<file path="src/rtl/edge_pkg.sv">
// Shared types and defaults for the SRAM port arbiter and its access timer.
package edge_pkg;

  localparam int unsigned CNT_W                 = 4;
  localparam int unsigned ACCESS_CYCLES_DEFAULT = 2;

  typedef enum logic [1:0] {
    IDLE  = 2'd0,
    READ  = 2'd1,
    WRITE = 2'd2
  } sram_state_t;

  typedef enum logic {
    REQ_READ  = 1'b0,
    REQ_WRITE = 1'b1
  } requester_t;

endpackage

</file>
<file path="src/rtl/sram_access_timer.sv">
// Access-cycle counter: cleared as an access starts, advanced each access cycle,
// flags the final cycle of a fixed-latency SRAM access.
module sram_access_timer
  import edge_pkg::*;
#(
  parameter int unsigned ACCESS_CYCLES = ACCESS_CYCLES_DEFAULT
) (
  input  logic clk,
  input  logic rst,
  input  logic i_clear,
  input  logic i_enable,
  output logic o_last_c
);

  logic [CNT_W-1:0] r_count;

  always_ff @(posedge clk) begin
    if (rst) begin
      r_count <= '0;
    end else if (i_clear) begin
      r_count <= '0;
    end else if (i_enable) begin
      r_count <= r_count + CNT_W'(1);
    end
  end

  assign o_last_c = (r_count == CNT_W'(ACCESS_CYCLES - 1));

endmodule

</file>
<file path="src/rtl/sram_port_arbiter.sv">
// Round-robin arbiter sharing one SRAM port between the pixel-fetch reader and
// the result-writeback writer; each access holds its strobe for ACCESS_CYCLES.
module sram_port_arbiter
  import edge_pkg::*;
#(
  parameter int unsigned ADDR_W        = 32,
  parameter int unsigned DATA_W        = 8,
  parameter int unsigned ACCESS_CYCLES = ACCESS_CYCLES_DEFAULT
) (
  input  logic              clk,
  input  logic              rst,
  input  logic              rd_req,
  input  logic [ADDR_W-1:0] rd_addr,
  output logic              rd_grant,
  output logic [DATA_W-1:0] rd_data,
  output logic              rd_valid,
  input  logic              wr_req,
  input  logic [ADDR_W-1:0] wr_addr,
  input  logic [DATA_W-1:0] wr_data,
  output logic              wr_grant,
  output logic              wr_done,
  output logic [ADDR_W-1:0] sram_addr,
  output logic [DATA_W-1:0] sram_wdata,
  input  logic [DATA_W-1:0] sram_rdata,
  output logic              read_enable,
  output logic              write_enable,
  output logic              access_final,
  output logic              busy
);

  sram_state_t       r_state;
  sram_state_t       w_next_state;
  requester_t        r_last_served;
  logic              w_grant_rd;
  logic              w_grant_wr;
  logic              w_last;
  logic              w_busy;
  logic              r_rd_grant;
  logic              r_wr_grant;
  logic              r_rd_valid;
  logic              r_wr_done;
  logic [DATA_W-1:0] r_rd_data;
  logic [ADDR_W-1:0] r_sram_addr;
  logic [DATA_W-1:0] r_sram_wdata;

  assign w_busy = (r_state != IDLE);

  sram_access_timer #(
    .ACCESS_CYCLES (ACCESS_CYCLES)
  ) u_timer (
    .clk      (clk),
    .rst      (rst),
    .i_clear  (w_grant_rd | w_grant_wr),
    .i_enable (w_busy),
    .o_last_c (w_last)
  );

  always_ff @(posedge clk) begin
    if (rst) begin
      r_state <= IDLE;
    end else begin
      r_state <= w_next_state;
    end
  end

  // Arbitration only in IDLE; on contention the side not served last wins.
  always_comb begin
    w_next_state = r_state;
    w_grant_rd   = 1'b0;
    w_grant_wr   = 1'b0;
    case (r_state)
      IDLE: begin
        if (rd_req && (!wr_req || (r_last_served == REQ_WRITE))) begin
          w_grant_rd   = 1'b1;
          w_next_state = READ;
        end else if (wr_req) begin
          w_grant_wr   = 1'b1;
          w_next_state = WRITE;
        end
      end
      READ, WRITE: begin
        if (w_last) begin
          w_next_state = IDLE;
        end
      end
      default: w_next_state = IDLE;
    endcase
  end

  always_ff @(posedge clk) begin
    if (rst) begin
      r_last_served <= REQ_WRITE;
      r_rd_grant    <= 1'b0;
      r_wr_grant    <= 1'b0;
      r_rd_valid    <= 1'b0;
      r_wr_done     <= 1'b0;
      r_rd_data     <= '0;
      r_sram_addr   <= '0;
      r_sram_wdata  <= '0;
    end else begin
      r_rd_grant <= w_grant_rd;
      r_wr_grant <= w_grant_wr;
      r_rd_valid <= (r_state == READ) && w_last;
      r_wr_done  <= (r_state == WRITE) && w_last;
      if (w_grant_rd) begin
        r_sram_addr   <= rd_addr;
        r_last_served <= REQ_READ;
      end else if (w_grant_wr) begin
        r_sram_addr   <= wr_addr;
        r_sram_wdata  <= wr_data;
        r_last_served <= REQ_WRITE;
      end
      // Read data is captured at the end of the final access cycle.
      if ((r_state == READ) && w_last) begin
        r_rd_data <= sram_rdata;
      end
    end
  end

  assign rd_grant     = r_rd_grant;
  assign wr_grant     = r_wr_grant;
  assign rd_valid     = r_rd_valid;
  assign wr_done      = r_wr_done;
  assign rd_data      = r_rd_data;
  assign sram_addr    = r_sram_addr;
  assign sram_wdata   = r_sram_wdata;
  assign read_enable  = (r_state == READ);
  assign write_enable = (r_state == WRITE);
  assign access_final = w_busy && w_last;
  assign busy         = w_busy;

endmodule

</file>
<file path="config.mk">
export PLATFORM = sky130hd
export DESIGN_NAME = sram_port_arbiter
export DESIGN_NICKNAME = d
export VERILOG_FILES = /design/src/rtl/edge_pkg.sv /design/src/rtl/sram_access_timer.sv /design/src/rtl/sram_port_arbiter.sv
export SDC_FILE = /design/constraint.sdc
export NUM_CORES = 1
export LEC_CHECK = 0
export ABC_AREA = 1
export BUFFER_PORTS_ARGS = -buffer_cell sky130_fd_sc_hd__clkbuf_2
export CORE_MARGIN = 5
export CORE_UTILIZATION = 40
export DETAILED_ROUTE_END_ITERATION = 6
export HOLD_SLACK_MARGIN = 0.15
export PLACE_DENSITY = 0.8
export SKIP_LAST_GASP = 1
export SYNTH_ARGS = -nofsm -noshare
export SYNTH_HDL_FRONTEND = slang
export SYNTH_SLANG_ARGS = --single-unit
export TNS_END_PERCENT = 20
</file>
<file path="constraint.sdc">
create_clock -name clk -period 1.57 [get_ports clk]
set_input_delay 0.2355 -clock clk [delete_from_list [all_inputs] [get_ports clk]]
set_output_delay 0.2355 -clock clk [all_outputs]
set_load 0.03 [all_outputs]
</file>
; ---- Yosys cells after proc, flatten, opt, wreduce, memory -nomap -nowiden
; Index checks and enable logic that the tools add are counted.
[op_classes]
eq_ne = 5
bitwise = 2
n_reduce_logical = 13
n_mux = 13
add_sub_neg = 1
[op_table]
columns = operator, count
row1 = two-way mux 32 bit, 2
row2 = two-way mux 1 bit, 7
row3 = two-way mux 2 bit, 3
row4 = "adder 4 x 1 -> 4 bit, second input constant", 1
row5 = "== test 4 x 1 -> 1 bit, second input constant", 1
row6 = logical AND 1 bit, 4
row7 = one-hot mux 2 bit (2 select lines), 1
row8 = AND reduction 2 bit, 2
row9 = nonzero test 2 bit, 2
row10 = OR reduction 2 bit, 2
row11 = "inequality test 3 bit, second input constant", 1
row12 = "== test 2 x 1 -> 1 bit, second input constant", 1
row13 = "== test 2 bit, second input constant", 1
row14 = logical NOT 2 bit, 1
row15 = "inequality test 2 bit, second input constant", 1
row16 = logical NOT 1 bit, 1
row17 = logical OR 1 bit, 1
row18 = inverter 1 bit, 1
row19 = bitwise OR 1 bit, 1
[word_totals]
out_inout_bits = 56
in_bits = 84
word_cells = 44
regBits = 59

; ---- Depth between registers and ports, before layout
; Gate-level depths: netlist of the first run.
[logic_depth]
word_depth = 7
depth_mapped = 9

; ---- Cells and area by module
; A second synthesis of the first run with hierarchy kept.
[hier_totals]
hier_cells = 452
area_unflattened_um2 = 2939.1
[modules_own_cells]
columns = mod, cells_each, n_inst, seq_area_each_um2, area_each_um2
row1 = sram_port_arbiter, 428, 1, 1101.1, 2752.6
row2 = sram_access_timer, 24, 1, 80.1, 186.4

; ---- Worst setup path before layout of the first run
; Ideal clock, no wire load.
[synth_timing]
path_type = register to output
startpoint = register r_state[0]
endpoint = output access_final
path_stages_with_launch = 6
arrival_ns = 1.345
path_buffers = 2
slack_ns = -0.010
path_cell_list = dfxtp_1 -> inv_1 -> ha_1 -> buf_2 -> clkbuf_1 -> nor2_1
[synth_via]
elab_chain_len = 2
[synth_rtl]
columns = element, line_no
row1 = from (decl), sram_port_arbiter.sv:31  ; sram_state_t r_state;
row2 = from (signal assigned), sram_port_arbiter.sv:62  ; r_state <= w_next_state;
row3 = nonzero test 2 bit, sram_port_arbiter.sv:46  ; assign w_busy = (r_state != IDLE);
row4 = logical AND 1 bit, sram_port_arbiter.sv:129  ; assign access_final = w_busy && w_last;
row5 = to (decl), sram_port_arbiter.sv:27  ; output logic access_final,
; No other way between the ends.

; ---- Worst setup path in the final report of the first run
[layout_timing]
startpoint = register r_state[1]
endpoint = output busy
[layout_via]
elab_chain_len = 1
[layout_rtl]
columns = element, line_no
row1 = nonzero test 2 bit, sram_port_arbiter.sv:46
row2 = to (decl), sram_port_arbiter.sv:28  ; output logic busy
; No other way between the ends.

==> results of run 1 <==
## registers in the layout, indices dropped and copies added (netlist names)
name / cells
wr_grant: 1
rd_valid: 1
r_last_served: 1
rd_grant: 1
wr_done: 1
sram_addr: 32
sram_wdata: 8
r_state: 2
rd_data: 8
u_timer.r_count: 4
## how the worst min path moves through the flow
stage / endpoint / cells past startpoint / slack [ps]
CTS: sram_wdata[4] / 3 / 150
detailed placement: rd_data[3] / 2 / 440
global route: sram_wdata[3] / 3 / 180
finish: sram_wdata[3] / 3 / 180
global placement: rd_data[3] / 2 / 430
floorplan: rd_grant / 1 / 310
## critical path, delay by kind of cell (launching register included)
| kind | cells | cell delay [ps] |
|---|---|---|
| buffers and inverters | 4 | 440 |
| flip-flops | 1 | 340 |
| adder cells (fa/ha/maj) | 1 | 180 |
## cell usage in the layout (no fill, tap or decap), types with 3 or more instances in the layout
cell type and instances:
nand4_1 34, dfxtp_1 55, clkbuf_2 137, a21oi_1 11
nor2_1 93, inv_2 5, dfxtp_2 4, clkbuf_8 11
dlygate4sd3_1 4, nand2_1 107, o21ai_0 16, clkinvlp_4 3
inv_1 47, buf_4 12, nand3_1 35, ha_1 3
## power breakdown
part           total (mW)  internal, mW  switching, mW  leakage [nW]
registers            2.25          1.98          0.271         0.487
clock network        1.21         0.611          0.603        0.0843
logic                3.95          1.34           2.61          1.60
total                7.41          3.93           3.48          2.17
## what timing repair did
action | 4_1_cts | 5_1_grt
pin swaps | 0 | 2
hold buffers | 3 | 1
setup buffers | 1 | 1
resized for setup | 19 | 4
endpoints found under the setup margin | 6 | 2
endpoints found under the hold margin | 4 | 1
gates cloned | 0 | 1
## metrics by stage
step           setup TNS [ps]  worst slack (ps)  total power, mW  hold slack [ps]
2_1_floorplan               0              35.3             4.99              308
5_1_grt                     0              7.22             8.00              183
3_3_place_gp                0              14.7             5.81              429
6_report                    0              57.1             7.41              185
3_5_place_dp             -375              -111             5.94              436
4_1_cts                 -8.34             -8.34             7.34              151
## logic make-up (layout without fill, tap and decap cells)
| logic type | after synthesis | in the layout | share of synthesized area (%) |
|---|---|---|---|
| compound gates | 29 | 29 | 5.02 |
| xor+xnor | 2 | 2 | 0.590 |
| fa+ha+maj | 5 | 5 | 2.11 |
| buf+inv | 86 | 228 | 12.6 |
| flops | 59 | 59 | 39.8 |
| simple gates | 275 | 275 | 39.8 |
## final cells by class
class	instances	area share, %
inverter	54	5.05
tap	99	3.05
clock buffer	10	3.39
timing repair buffer	158	22.4
multi-input combinational	311	35.9
sequential	59	29.2
clock inverter	6	1.02
## routing by layer
metal  up-vias  wire length, um
met1      1427             3460
met2       114             4310
met3        12              703
met5         -                0
met4         0              165
li1       1708                -
==> results.sh, run 1 <==
export IMPL_maxCapViolations=0
export IMPL_drt_first_iter_violations=118
export IMPL_maxSlewViolCount=0
export IMPL_drive_gt1_share_pct=31.4
export IMPL_synth_avg_cell_area_um2=6.51
export IMPL_arrival_ps=1280
export IMPL_clk_path_buf_depth=2
export IMPL_hp_class="input pin to flop"
export IMPL_fmax_ghz=0.661
export IMPL_fin_skew_ps=8.61
export IMPL_ys_flop_type="dfxtp_1"
export IMPL_top_usage_layer="met2"
export IMPL_required_ps=1330
export IMPL_layout_area_seq_um2=1190
export IMPL_worst_r2r_cell_count=7
export IMPL_wl_per_cell_um=12.4
export IMPL_yosys_area_top_type="dfxtp_1"
export IMPL_clock_latency_ps=320
export IMPL_gp_congestion=0.748
export IMPL_drc_errors=0
export IMPL_fin_area_um2=4060
export IMPL_placedCellCount=674
export IMPL_post_route_util_pct=56.0
export IMPL_core_area_um2=7250
export IMPL_ys_ff_latch=59
export IMPL_rrSetupSlack_ps=150
export IMPL_fp_dieW_um=96.1
export IMPL_synthCells=456
export IMPL_ys_async_sr_fraction_pct=0
export IMPL_min_period_over_period_pct=96.4
export IMPL_synth_cell_area_um2=2970
export IMPL_peakVddDrop_v=0.000867
export IMPL_antenna_cells=0
export IMPL_io_pins=140
export IMPL_ys_seq_area_share_pct=39.8
export IMPL_initial_core_util_pct=40.9
export IMPL_crit_start="r_state[1]"
export IMPL_drtAntennaViolNets=0
export IMPL_num_vias=3261
export IMPL_synth_top_area_share_pct=39.8
export IMPL_synth_nets=545
export IMPL_first_pass_iters=5
export IMPL_r2r_end="sram_wdata[5]"
export IMPL_die_area_um2=9240
export IMPL_synth_most_common_cell="nand2_1"
export IMPL_cts_sinks=59
export IMPL_use_met3_pct=5.86
export IMPL_synthTopCellsByCount="nand2_1, nor2_1, dfxtp_1, inv_1, nand3_1"
export IMPL_fin_cells=697
export IMPL_crit_end="busy"
export IMPL_final_setup_viol_count=0
export IMPL_via_per_inst=4.68
export IMPL_numCtsBuffers=9
export IMPL_port_buffers=139
export IMPL_synth_cell_types=22
export IMPL_cts_reportedPaths_clkPinSlew_ps=70
export IMPL_htreeDepth=3
export IMPL_dpl_cell_area_um2=3720
export IMPL_grt_pass1_wl_um=13700
export IMPL_tightestPinTransition_ps=362
export IMPL_end_kind="output port"
export IMPL_fill_cells=714
export IMPL_yosys_top_cells_area="dfxtp_1, nand2_1, nor2_1"
export IMPL_rsz0062_at_grt="yes"
export IMPL_ys_warn_count=0
export IMPL_cp_slowest_cell="dfxtp_2"
export IMPL_crit_fanout=11
export IMPL_hpwl_um=6150
export IMPL_power_density_nw_per_um2=1830
export IMPL_slew_headroom_pct=75.9
export IMPL_critPathMostFrequentCell="inv_2"
export IMPL_timing_rr_start="r_state[1]"
export IMPL_slowest_delay_ps=340
export IMPL_hold_violations=0
export IMPL_rows=31
export IMPL_grt_pass1_vias=3171
export IMPL_nNetsFinal=682
export IMPL_antenna_found_initial=0
export IMPL_crit_type="flop to output port"
export IMPL_p_leak_nw=2.17
export IMPL_overflow=0
export IMPL_syn_to_final_growth_pct=36.8
export IMPL_min_from="wr_data[3]"
export IMPL_crit_chain="inv_2 > ha_4 > buf_12 > inv_2 > clkbuf_8"
export IMPL_layout_min_cycle_time_ps=1510
export IMPL_synth_edff_count=0
export IMPL_grt_met2_usage_pct=34.0
export IMPL_cp_start_kind="flop"
export IMPL_cts_tree="done"
export IMPL_status="finished, final reports clean"
export IMPL_fp_dieH_um=96.1
export IMPL_use_met1_pct=19.9
export IMPL_drt_wl_total_um=8640
export IMPL_multiInputGateArea_um2=1460
export IMPL_grt_max_degree=43
export IMPL_grt_use_total_pct=18.9
export IMPL_root_buffer="clkbuf_8"
(Power assumes the default switching activity.)
==> inputs of run 2 (changes only) <==
--- a/config.mk
+++ b/config.mk
@@ -5,13 +5,12 @@
 export SDC_FILE = /design/constraint.sdc
 export NUM_CORES = 1
 export LEC_CHECK = 0
-export ABC_AREA = 1
 export BUFFER_PORTS_ARGS = -buffer_cell sky130_fd_sc_hd__clkbuf_2
 export CORE_MARGIN = 5
 export CORE_UTILIZATION = 40
 export DETAILED_ROUTE_END_ITERATION = 6
 export HOLD_SLACK_MARGIN = 0.15
-export PLACE_DENSITY = 0.8
+export PLACE_DENSITY = 0.81
 export SKIP_LAST_GASP = 1
 export SYNTH_ARGS = -nofsm -noshare
 export SYNTH_HDL_FRONTEND = slang
==> run 2 against run 1 <==
Against the previous run: the run now ends with setup timing left; design area is 3.3% lower; register-to-register slack worse by 200 ps; synthesized cell count is 34% lower; non-clock buffer count is 4 higher; global-route usage is 1.4 points lower; clock-buffer cell count is 4 higher; cell count is 22% lower; sequential share of layout area is 0.97 points higher; utilization is 1.5 points higher; critical path type unchanged; critical endpoint is now access_final; largest cell class unchanged; largest power group unchanged; highest routed layer unchanged.
==> results.sh, run 2 <==
export IMPL_overflow=0
export IMPL_cts_sinks=59
export IMPL_power_total_mw=7.06
export IMPL_hp_class="input pin to flop"
export IMPL_synth_cell_types=39
export IMPL_placedCellCount=521
export IMPL_drc_errors=0
export IMPL_core_area_um2=6830
export IMPL_synth_cell_area_um2=2830
export IMPL_whs_ps=169
export IMPL_end_kind="output port"
export IMPL_tightestPinTransition_ps=351
export IMPL_min_period_over_period_pct=108
export IMPL_p_leak_nw=1.71
export IMPL_ys_warn_count=0
export IMPL_grt_max_degree=37
export IMPL_synthTopCellsByCount="dfxtp_1, nor2_1, o21ai_0, nand3_1, a311oi_2"
export IMPL_peakVddDrop_v=0.000824
export IMPL_rows=30
export IMPL_grt_pass1_vias=2699
export IMPL_drt_first_iter_violations=98
export IMPL_nNetsFinal=533
export IMPL_gp_congestion=0.807
export IMPL_ys_seq_area_share_pct=41.7
export IMPL_cts_reportedPaths_clkPinSlew_ps=60
export IMPL_setup_ws_ps=-118
export IMPL_antenna_found_initial=0
export IMPL_clk_path_buf_depth=2
export IMPL_multiInputGateArea_um2=1470
export IMPL_fin_cells=545
export IMPL_crit_type="flop to output port"
export IMPL_drive_gt1_share_pct=48.1
export IMPL_final_cell_mix="clkbuf_2, dfxtp_1, nor2_1, o21ai_0, nand3_1"
export IMPL_slowest_delay_ps=410
export IMPL_cp_slowest_cell="or3b_4"
export IMPL_synth_nets=392
export IMPL_layout_min_cycle_time_ps=1690
export IMPL_synth_most_common_cell="dfxtp_1"
export IMPL_grt_use_total_pct=17.5
export IMPL_wl_per_cell_um=14.7
export IMPL_syn_to_final_growth_pct=38.6
export IMPL_root_buffer="clkbuf_8"
export IMPL_fill_cells=617
export IMPL_post_route_util_pct=57.5
export IMPL_cp_start_kind="flop"
export IMPL_yosys_area_top_type="dfxtp_1"
export IMPL_fp_dieW_um=94.2
export IMPL_tns_ps=-362
export IMPL_via_per_inst=5.06
export IMPL_violations="setup timing"
export IMPL_crit_chain="inv_2 > ha_4 > or3b_4 > nor2_4 > buf_8"
export IMPL_required_ps=1330
export IMPL_fin_skew_ps=6.19
export IMPL_initial_core_util_pct=41.5
export IMPL_fin_area_um2=3930
export IMPL_power_density_nw_per_um2=1800
export IMPL_cts_tree="done"
export IMPL_io_pins=140
export IMPL_clock_latency_ps=320
export IMPL_ys_ff_latch=59
export IMPL_dpl_cell_area_um2=3620
export IMPL_ys_flop_type="dfxtp_1"
export IMPL_grt_pass1_wl_um=12300
export IMPL_htreeDepth=3
export IMPL_arrival_ps=1450
export IMPL_rsz0062_at_grt="yes"
export IMPL_drtAntennaViolNets=0
export IMPL_crit_fanout=3
export IMPL_yosys_top_cells_area="dfxtp_1, a311oi_2, o21ai_0"
export IMPL_fmax_ghz=0.592
export IMPL_hold_violations=0
export IMPL_port_buffers=139
export IMPL_numCtsBuffers=9
export IMPL_synth_top_area_share_pct=41.7
export IMPL_final_setup_viol_count=9
export IMPL_maxCapViolations=0
export IMPL_post_place_ws_ps=-131
export IMPL_first_pass_iters=4
export IMPL_mostFrequentLayoutCell="clkbuf_2"
export IMPL_antenna_cells=0
export IMPL_num_vias=2758
export IMPL_synth_avg_cell_area_um2=9.35
export IMPL_largest_register_ffs=32
export IMPL_rrSetupSlack_ps=-50
export IMPL_status="complete, but fails checks"
export IMPL_fp_dieH_um=94.2
export IMPL_ys_async_sr_fraction_pct=0
export IMPL_synth_edff_count=0
export IMPL_die_area_um2=8870
export IMPL_maxSlewViolCount=0
export IMPL_drt_wl_total_um=8020
export IMPL_synthCells=303
export IMPL_layout_area_seq_um2=1180
export IMPL_hpwl_um=5650
export IMPL_slew_headroom_pct=76.3
## run 2: timing repair
action,4_1_cts,5_1_grt
hold buffers,7,0
buffers inserted,0,1
resized for setup,16,2
pin swaps,1,1
endpoints found under the setup margin,35,33
hold endpoints to repair,7,0
## run 2: cells by family after synthesis
logic type                 share of synthesized area, %
DFF                                                41.7
AOI/OAI and AO/OA                                  23.9
muxes                                              3.58
adders and majority gates                          2.21
buffers and inverters                              8.08
xor gates and xnor gates                          0.928
and+or+nand+nor                                    19.6
## run 2: worst paths after layout
kind	from	end	depth (start not counted)
setup / recovery	u_timer.r_count[1]	access_final	5
hold / removal	rd_addr[1]	sram_addr[1]	3
setup reg to reg	r_state[1]	rd_data[7]	6
hold reg to reg	sram_wdata[6]	sram_wdata[6]	2
## run 2: layout make-up
type / count / area share, %
multi-input cells: 208 / 37.3
flip-flops and latches: 59 / 30.2
repair buffers: 162 / 24.6
clock buffers: 14 / 4.14
well taps: 96 / 3.06
inverters: 4 / 0.383
clock inverters: 2 / 0.255
## run 2: where the power goes
part	internal [mW]	total, mW	switching [mW]
Sequential	1.92	2.13	0.213
Combinational	1.38	3.72	2.34
Clock	0.656	1.21	0.551
Total	3.95	7.06	3.11
## run 2: critical path, delay by kind of cell (launching register included)
kind	cells	cell delay, ps
simple gates	2	520
buf+inv	2	190
flops	1	320
fa+ha+maj	1	120
## run 2: metal layers
| metal | share of wire [%] | global-route usage, % | up-vias | wire length (um) |
|---|---|---|---|---|
| met4 | 0.52 | 4.69 | 0 | 42 |
| met5 | 0 | 0 | - | 0 |
| met2 | 51 | 31.2 | 97 | 4070 |
| met3 | 8.0 | 6.57 | 4 | 642 |
| met1 | 41 | 19.5 | 1272 | 3270 |
| li1 | - | - | 1385 | - |
